**src/rtl/can_pkg.sv**
```systemverilog
// Shared CAN frame constants and transmitter/receiver state encodings.
package can_pkg;

   localparam int CAN_FRAME_BITS = 79;
   localparam int CAN_IFS_BITS   = 3;

   typedef enum logic [3:0] {
      ST_IDLE    = 4'd0,
      ST_SOF     = 4'd1,
      ST_BITS    = 4'd2,
      ST_STOP    = 4'd3,
      ST_IFS     = 4'd4,
      ST_CLEANUP = 4'd5
   } can_state_e;

endpackage

```
**src/rtl/can_bit_timer.sv**
```systemverilog
// Bit-time counter: o_Bit_Tick is high on the last clock of every bit time.
module can_bit_timer #(
   parameter int CLKS_PER_BIT = 10
) (
   input  logic i_Clock,
   input  logic i_Reset,
   input  logic i_Restart,
   output logic o_Bit_Tick
);

   localparam logic [15:0] LAST_CNT = 16'(CLKS_PER_BIT - 1);

   logic [15:0] cnt_q;
   logic [15:0] cnt_d;

   // next count: restart or bit boundary returns to zero
   always_comb begin
      cnt_d = cnt_q;
      if (i_Restart || (cnt_q == LAST_CNT)) begin
         cnt_d = 16'd0;
      end else begin
         cnt_d = cnt_q + 16'd1;
      end
   end

   // counter register
   always_ff @(posedge i_Clock) begin
      if (i_Reset) begin
         cnt_q <= 16'd0;
      end else begin
         cnt_q <= cnt_d;
      end
   end

   assign o_Bit_Tick = (cnt_q == LAST_CNT);

endmodule

```
**src/rtl/can_tx.sv**
```systemverilog
// CAN frame serializer with a one-deep holding register.
// Define CAN_TX_IFS_EN to append a 3-bit recessive interframe space after STOP.
module can_tx
   import can_pkg::*;
#(
   parameter int CLKS_PER_BIT = 10
) (
   input  logic        i_Clock,
   input  logic        i_Reset,
   input  logic        i_Tx_DV,
   input  logic [78:0] i_Tx_Frame,
   output logic        o_Tx_Ready,
   output logic        o_Tx_Active,
   output logic        o_Tx_Serial,
   output logic        o_Tx_Done
);

   localparam logic [6:0] LAST_IDX = 7'(CAN_FRAME_BITS - 1);

   can_state_e  state_q, state_d;
   logic [78:0] shift_q, shift_d;
   logic [78:0] hold_q, hold_d;
   logic        hold_full_q, hold_full_d;
   logic [6:0]  idx_q, idx_d;
   logic        serial_q, serial_d;
   logic        active_q, active_d;
   logic        done_q, done_d;
   logic        accept;
   logic        start;
   logic        restart;
   logic        bit_tick;
`ifdef CAN_TX_IFS_EN
   localparam logic [1:0] LAST_IFS = 2'(CAN_IFS_BITS - 1);
   logic [1:0]  ifs_cnt_q, ifs_cnt_d;
`endif

   can_bit_timer #(
      .CLKS_PER_BIT (CLKS_PER_BIT)
   ) u_bit_timer (
      .i_Clock    (i_Clock),
      .i_Reset    (i_Reset),
      .i_Restart  (restart),
      .o_Bit_Tick (bit_tick)
   );

   // next-state, shift/hold management and output decode
   always_comb begin
      state_d  = state_q;
      shift_d  = shift_q;
      idx_d    = idx_q;
      serial_d = serial_q;
      active_d = active_q;
      done_d   = 1'b0;
      restart  = 1'b0;
      start    = 1'b0;
`ifdef CAN_TX_IFS_EN
      ifs_cnt_d = ifs_cnt_q;
`endif
      accept = i_Tx_DV & ~hold_full_q;
      hold_d = accept ? i_Tx_Frame : hold_q;

      case (state_q)
         ST_IDLE: begin
            restart  = 1'b1;
            serial_d = 1'b1;
            // an idle strobe bypasses the holding register so SOF follows immediately
            if (hold_full_q || i_Tx_DV) begin
               state_d  = ST_SOF;
               shift_d  = hold_full_q ? hold_q : i_Tx_Frame;
               start    = 1'b1;
               idx_d    = 7'd0;
               serial_d = 1'b0;
               active_d = 1'b1;
            end else begin
               state_d = ST_IDLE;
            end
         end
         ST_SOF: begin
            if (bit_tick) begin
               state_d  = ST_BITS;
               idx_d    = 7'd1;
               serial_d = shift_q[1];
               shift_d  = {shift_q[0], shift_q[78:1]};
            end else begin
               serial_d = 1'b0;
            end
         end
         ST_BITS: begin
            if (bit_tick) begin
               if (idx_q == LAST_IDX) begin
                  state_d  = ST_STOP;
                  serial_d = 1'b1;
               end else begin
                  idx_d    = idx_q + 7'd1;
                  serial_d = shift_q[1];
                  shift_d  = {shift_q[0], shift_q[78:1]};
               end
            end else begin
               idx_d = idx_q;
            end
         end
         ST_STOP: begin
            serial_d = 1'b1;
            if (bit_tick) begin
`ifdef CAN_TX_IFS_EN
               state_d   = ST_IFS;
               ifs_cnt_d = 2'd0;
`else
               state_d  = ST_CLEANUP;
               active_d = 1'b0;
               done_d   = 1'b1;
`endif
            end else begin
               state_d = ST_STOP;
            end
         end
`ifdef CAN_TX_IFS_EN
         ST_IFS: begin
            serial_d = 1'b1;
            if (bit_tick) begin
               if (ifs_cnt_q == LAST_IFS) begin
                  state_d  = ST_CLEANUP;
                  active_d = 1'b0;
                  done_d   = 1'b1;
               end else begin
                  ifs_cnt_d = ifs_cnt_q + 2'd1;
               end
            end else begin
               state_d = ST_IFS;
            end
         end
`endif
         ST_CLEANUP: begin
            restart  = 1'b1;
            serial_d = 1'b1;
            if (hold_full_q) begin
               state_d  = ST_SOF;
               shift_d  = hold_q;
               start    = 1'b1;
               idx_d    = 7'd0;
               serial_d = 1'b0;
               active_d = 1'b1;
            end else begin
               state_d = ST_IDLE;
            end
         end
         default: begin
            state_d  = ST_IDLE;
            serial_d = 1'b1;
            active_d = 1'b0;
            restart  = 1'b1;
         end
      endcase

      hold_full_d = start ? 1'b0 : (hold_full_q | accept);
   end

   // state and datapath registers
   always_ff @(posedge i_Clock) begin
      if (i_Reset) begin
         state_q     <= ST_IDLE;
         shift_q     <= 79'd0;
         hold_q      <= 79'd0;
         hold_full_q <= 1'b0;
         idx_q       <= 7'd0;
         serial_q    <= 1'b1;
         active_q    <= 1'b0;
         done_q      <= 1'b0;
`ifdef CAN_TX_IFS_EN
         ifs_cnt_q   <= 2'd0;
`endif
      end else begin
         state_q     <= state_d;
         shift_q     <= shift_d;
         hold_q      <= hold_d;
         hold_full_q <= hold_full_d;
         idx_q       <= idx_d;
         serial_q    <= serial_d;
         active_q    <= active_d;
         done_q      <= done_d;
`ifdef CAN_TX_IFS_EN
         ifs_cnt_q   <= ifs_cnt_d;
`endif
      end
   end

   assign o_Tx_Ready  = ~hold_full_q;
   assign o_Tx_Active = active_q;
   assign o_Tx_Serial = serial_q;
   assign o_Tx_Done   = done_q;

endmodule
```
**config.mk**
```make
export PLATFORM = sky130hd
export DESIGN_NAME = can_tx
export DESIGN_NICKNAME = d
export VERILOG_FILES = /design/src/rtl/can_pkg.sv /design/src/rtl/can_bit_timer.sv /design/src/rtl/can_tx.sv
export SDC_FILE = /design/constraint.sdc
export NUM_CORES = 1
export LEC_CHECK = 0
export CELL_PAD_IN_SITES_DETAIL_PLACEMENT = 1
export CELL_PAD_IN_SITES_GLOBAL_PLACEMENT = 2
export CORE_UTILIZATION = 35
export CTS_BUF_LIST = sky130_fd_sc_hd__clkbuf_4 sky130_fd_sc_hd__clkbuf_8
export CTS_CLUSTER_SIZE = 12
export DETAILED_ROUTE_END_ITERATION = 8
export GPL_TIMING_DRIVEN = 0
export PLACE_DENSITY = 0.76
export SLEW_MARGIN = 25
export SYNTH_ARGS = -nofsm -noshare
export SYNTH_HDL_FRONTEND = slang
export SYNTH_SLANG_ARGS = --single-unit
```
**constraint.sdc**
```tcl
create_clock -name i_Clock -period 6.1 [get_ports i_Clock]
set_input_delay 1.525 -clock i_Clock [delete_from_list [all_inputs] [get_ports i_Clock]]
set_output_delay 1.525 -clock i_Clock [all_outputs]
set_load 0.03 [all_outputs]
```
**Word-level counts from Yosys, hierarchy flattened**

Cells that the tools add are included.

- Eq/ne operators: 13
- Bitwise logic cells: 5
- Reductions and logical operators: 12
- Multiplexer cells: 35
- Add/sub/neg operators: 2

Operators by type and width:

| cell | number |
|---|---|
| $mux 79 | 6 |
| $pmux 79 s4 | 1 |
| $mux 7 | 5 |
| $pmux 7 s4 | 1 |
| $pmux 4 s5 | 1 |
| $add 16x1->16 const B | 1 |
| $eq 16x4->1 const B | 1 |
| $mux 1 | 14 |
| $ne 2x2->1 const B | 7 |
| $mux 4 | 3 |
| $eq 4x2->1 const B | 2 |
| $pmux 1 s4 | 2 |
| $reduce_or 2->1 | 4 |
| $add 7x1->7 const B | 1 |
| $eq 7x7->1 const B | 1 |
| $reduce_and 6->1 | 1 |
| $eq 4x1->1 const B | 1 |
| $eq 4x3->1 const B | 1 |
| $logic_not 4->1 | 1 |
| $reduce_and 4->1 | 1 |
| $reduce_bool 4->1 | 1 |
| $mux 3 | 1 |
| $not 1->1 | 3 |
| $reduce_and 3->1 | 1 |
| other kinds (5) | 6 |

- Flip-flop bits (word level): 189

**Depth between registers and ports, before layout**

Gate-level depths: netlist (run 1).

- Depth in word-level cells: 5
- Mapped depth: 10
- Gate-level depth less buffers: 7

**Modules after synthesis**

From an unflattened synthesis (run 1), not the netlist that was laid out.

- Cell total of the unflattened synthesis: 815
- Area, all modules: 7622.3 sq um

Modules (own cells, without submodules):

| module | times used | area each (sq um) | cells an instance | seq. area each (sq um) |
|---|---|---|---|---|
| can_tx | 1 | 6815.3 | 732 | 3443.3 |
| can_bit_timer | 1 | 807.0 | 83 | 320.3 |

**Worst setup path before layout (run 1)**

No wires, ideal clock.

- Path kind: input to register
- Start point: in i_Tx_DV
- End point: reg shift_q[1]
- Setup slack: 3.316 ns
- Buffers on the path: 2
- Required time: 5.959 ns
- Stages on the path: 7
- Arrival time: 2.643 ns
- Cell sequence: nor4_1 -> a221oi_4 -> o31ai_4 -> nor2_2 -> buf_4 -> buf_4 -> a211oi_1

- Word-level cells in the longest chain between the ends: 3

RTL lines:

| element | RTL line | RTL |
|---|---|---|
| start, declared | can_tx.sv:10 | `input logic i_Tx_DV,` |
| $logic_or 1x1->1 | can_tx.sv:67 | `if (hold_full_q \|\| i_Tx_DV) begin` |
| $ne 2x2->1 (no line) | n/a |  |
| $reduce_and 6->1 (no line) | n/a |  |
| end signal, assigned | can_tx.sv:174 | `shift_q <= shift_d;` |
| end, declared | can_tx.sv:21 | `logic [78:0] shift_q, shift_d;` |

No other way between the ends.
A chain may end at the register's enable or synchronous reset.

**Worst setup path in the final report (run 1)**

- Start point: in i_Reset
- End point: reg hold_q[7]

RTL lines:

| element | RTL line | RTL |
|---|---|---|
| start, declared | can_tx.sv:9 | `input logic i_Reset,` |
| end signal, assigned | can_tx.sv:175 | `hold_q <= hold_d;` |
| end, declared | can_tx.sv:22 | `logic [78:0] hold_q, hold_d;` |

No word-level cell between the ends.

==> metrics, run 1 <==
via count=7535; Top cell by count, worst path=clkbuf_1; Ports=86; Reg area=between 0.003 and 0.004 mm2; maximum clock rate=0.283 GHz; leak pwr=3.37 nW; gr usage total=21.7%; routed vias/inst=5.63; CTS Buffer Depth=2; VDD IR max=approximately 0.13 mV; Setup violations, final=0; CP Capture Type=register; fill cell count=2675; Iter 0 DRT Violations=666; worst clock skew=20.1 ps; syn_nets=just under 1000; GR Overflow Total=0; post-CTS setup buffers=0; crit-path cells=clkdlybuf4s50_1 -> clkbuf_1 -> clkbuf_1 -> clkbuf_1 -> a21oi_1; worst endpoint required time=6430 ps; clk sinks=about 190; Int Power=0.00192 W; vias in the first global route=7695; Seq/Total Area, Yosys=45.4%; Mean Syn Cell Area=9.13 um2; Yosys warning total=0; HPWL Detailed=16900 um; RSZ-0062 raised after global routing=no; TritonCTS clock tree=done; hold_sp=hold_q[54]; Initial Util=between 30% and 40%; # diodes=0; layout cells sized above 1=13.1%; Worst setup SP type=input port; wire per inst=19.1 um; WHS Endpoint=hold_q[54]; setup TNS=0 ps; total iterations of the first detailed-routing run=8; initial antenna violation count=0; dpl cells=1307; area of the multi-input gates=around 0.0040 mm2; Final Cycle Share=58.0%; CORE AREA=between 0.02 and 0.025 mm2; Hold Path Depth=2; post-synthesis cell area=between 0.008 and 0.009 mm2; post-synth cell types=51; hold buffer count at CTS=0; Die ar.=0.0243 mm2; Row Count=55; worst-margin pin slew=750 ps; final number of max-transition violations=0; Inserted Clock Buffers=17; Layout Cells excl Fill=1338; max_cap viols=0; NumNets Final=between 1000 and 1500; drt drc=0; Seq pwr share=49.9%; r2r worst-path depth=9; cells after synthesis=909; Critical Path Max Stage Delay=approximately 600 ps; H-tree depth=4; crit path DAT=between 3000 and 4000 ps; largest net degree at the start of global routing=17; Post-DRT Antenna Nets=0; Critical Path Source=i_Reset; Gate power share=between 20% and 30%; Switching Share=31.4%; CTS root buf=clkbuf_8; Final Hold Violating Endpoints=0; status=finished, final reports clean; Worst-path clk slew=100 ps; worst r2r dst=shift_q[77]; Hold WC Path Type=register to register; first-pass GRT wire length=41800 um; DRT Wirelength=~26000 um; post-cts resize count=0; die width=156 um; #FFs+latches synth=188; clk_lat worst skew=490 ps; Synth-to-Final Area Change=19.4%; Worst path slowest cell=clkdlybuf4s50_1; Buffers on Ports=between 80 and 90; Main synth FF type=dfxtp_1; Switch Pwr=approximately 0.00088 W; PD cells=282 mW/mm2; worst rel slew slack=50.0%; Critical Path Fanout Max=10; WS Path Type=input port to register; ys async rst share=0%; flop-to-flop setup slack=3460 ps; FF-to-FF Start=u_bit_timer.cnt_q[0]; Placer Congestion=0.731; clock group share of total power=29.3%; fin crit period=3540 ps; die height=around 160 um; Post-synth EDFFs=0
synthesized netlist by cell type (6+ instances only):
| cell | n | area [um2] |
|---|---|---|
| buf_2 | 22 | 110 |
| nor4_1 | 6 | 37.5 |
| a211oi_1 | 26 | 195 |
| clkbuf_1 | 52 | 195 |
| dfxtp_1 | 188 | 3760 |
| a222oi_1 | 79 | 791 |
| xnor2_1 | 7 | 61.3 |
| a21oi_1 | 168 | 841 |
| nor2_1 | 18 | 67.6 |
| buf_4 | 6 | 45.0 |
| buf_6 | 10 | 113 |
| o21ai_0 | 11 | 55.1 |
| nor3_1 | 8 | 40.0 |
| a211oi_2 | 53 | 663 |
| nand4_1 | 7 | 43.8 |
| nand2_1 | 166 | 623 |
| nand3_1 | 11 | 55.1 |
| inv_1 | 9 | 33.8 |
through the flow:
step | worst slack [ps] | hold slack (ps) | total power (W) | area [um2] | util, %
final | 2560 | 462 | 0.00280 | 9910 | 43.2
after global routing | 2410 | 481 | 0.00294 | 9910 | 43.2
after global placement | 2110 | 443 | 0.00200 | 9540 | 41.6
after floorplan | 3320 | 436 | 0.00180 | 8300 | -
after CTS | 2550 | 462 | 0.00283 | 9910 | 43.2
after detailed placement | 2040 | 449 | 0.00201 | 9540 | 41.6
cell type report:
type | count | share of cell area [%]
Inverter | 9 | 0.341
Sequential cell | 188 | 38.0
Clock buffer | 19 | 2.58
Tap cell | 313 | 3.95
Clock inverter | 12 | 1.16
Timing Repair Buffer | 85 | 8.58
Buffer | 93 | 4.78
Multi-Input combinational cell | 619 | 40.6
power groups by stage:
stage | registers [W] | clock network, W | logic, W
2_1_floorplan | 0.00141 | 0 | 0.000395
3_3_place_gp | 0.00142 | 0 | 0.000579
3_5_place_dp | 0.00142 | 0 | 0.000585
4_1_cts | 0.00139 | 0.000846 | 0.000589
5_1_grt | 0.00141 | 0.000887 | 0.000643
6_report | 0.00139 | 0.000820 | 0.000583
metal layers:
metal / up-vias / part of all wire (%) / track usage [%]
li1: 3633 / - / -
met1: 3772 / 49 / 30.1
met2: 117 / 48 / 35.5
met3: 13 / 3.0 / 3.00
met4: 0 / 0.70 / 4.95
met5: - / 0 / 0
state kept, by name, indices dropped and copies added (netlist names):
name and flops:
o_Tx_Active 1, state_q 3, hold_full_q 1, o_Tx_Serial 1
shift_q 79, o_Tx_Done 1, u_bit_timer.cnt_q 16, idx_q 7
hold_q 79
worst max-delay path, delay by kind of cell:
kind,cells,cell delay (ps)
compound gates,1,80
buf+inv,4,2260
cell families after synthesis:
| kind of cell | Yosys count | share of synthesized area [%] |
|---|---|---|
| mux | 5 | 0.603 |
| flops | 188 | 45.4 |
| fa+ha+maj | 4 | 0.603 |
| xor+xnor | 11 | 1.16 |
| buf+inv | 102 | 6.12 |
| compound gates | 354 | 33.0 |
| simple gates | 245 | 13.1 |
worst max-delay path by stage:
stage	cells after the start	slack, ps	endpoint
floorplan	7	3320	shift_q[1]
global placement	5	2110	hold_q[3]
detailed placement	5	2040	idx_q[1]
CTS	5	2550	hold_q[6]
global route	5	2410	hold_q[7]
finish	5	2560	hold_q[7]
layout by cell type (no fill, tap or decap), types with 2 or more instances in the layout:
cell / count
dfxtp_1: 188
a21oi_1: 168
nand2_1: 166
clkdlybuf4s50_1: 85
a222oi_1: 79
a211oi_2: 53
clkbuf_1: 52
a211oi_1: 26
buf_2: 22
nor2_1: 18
clkbuf_8: 18
nand3_1: 11
o21ai_0: 11
buf_6: 10
inv_1: 9
nor3_1: 8
nand4_1: 7
xnor2_1: 7
nor4_1: 6
buf_4: 6
clkinvlp_4: 6
nand3b_1: 5
or3b_1: 5
mux2i_1: 5
or3_1: 4
xor2_1: 4
ha_1: 4
and2_1: 3
buf_1: 3
o211ai_1: 3
inv_6: 3
nand2b_2: 2
or2_2: 2
Power figures use the tool's default switching activity.
==> run 2: changes to the inputs <==
- clock period: 6.1 -> 3.52 ns (I/O delays scaled with it)
==> results of run 2 <==
Same layout as run 1 (identical final DEF). Status: finished, final reports clean.
Among the figures that moved: setup slack after placement 2040 ps -> 106 ps; setup slack after layout 2560 ps -> 627 ps; register-to-register setup slack 3460 ps -> 880 ps; total power 0.00280 W -> 0.00485 W; worst IR drop on VDD 0.126 mV -> 0.219 mV
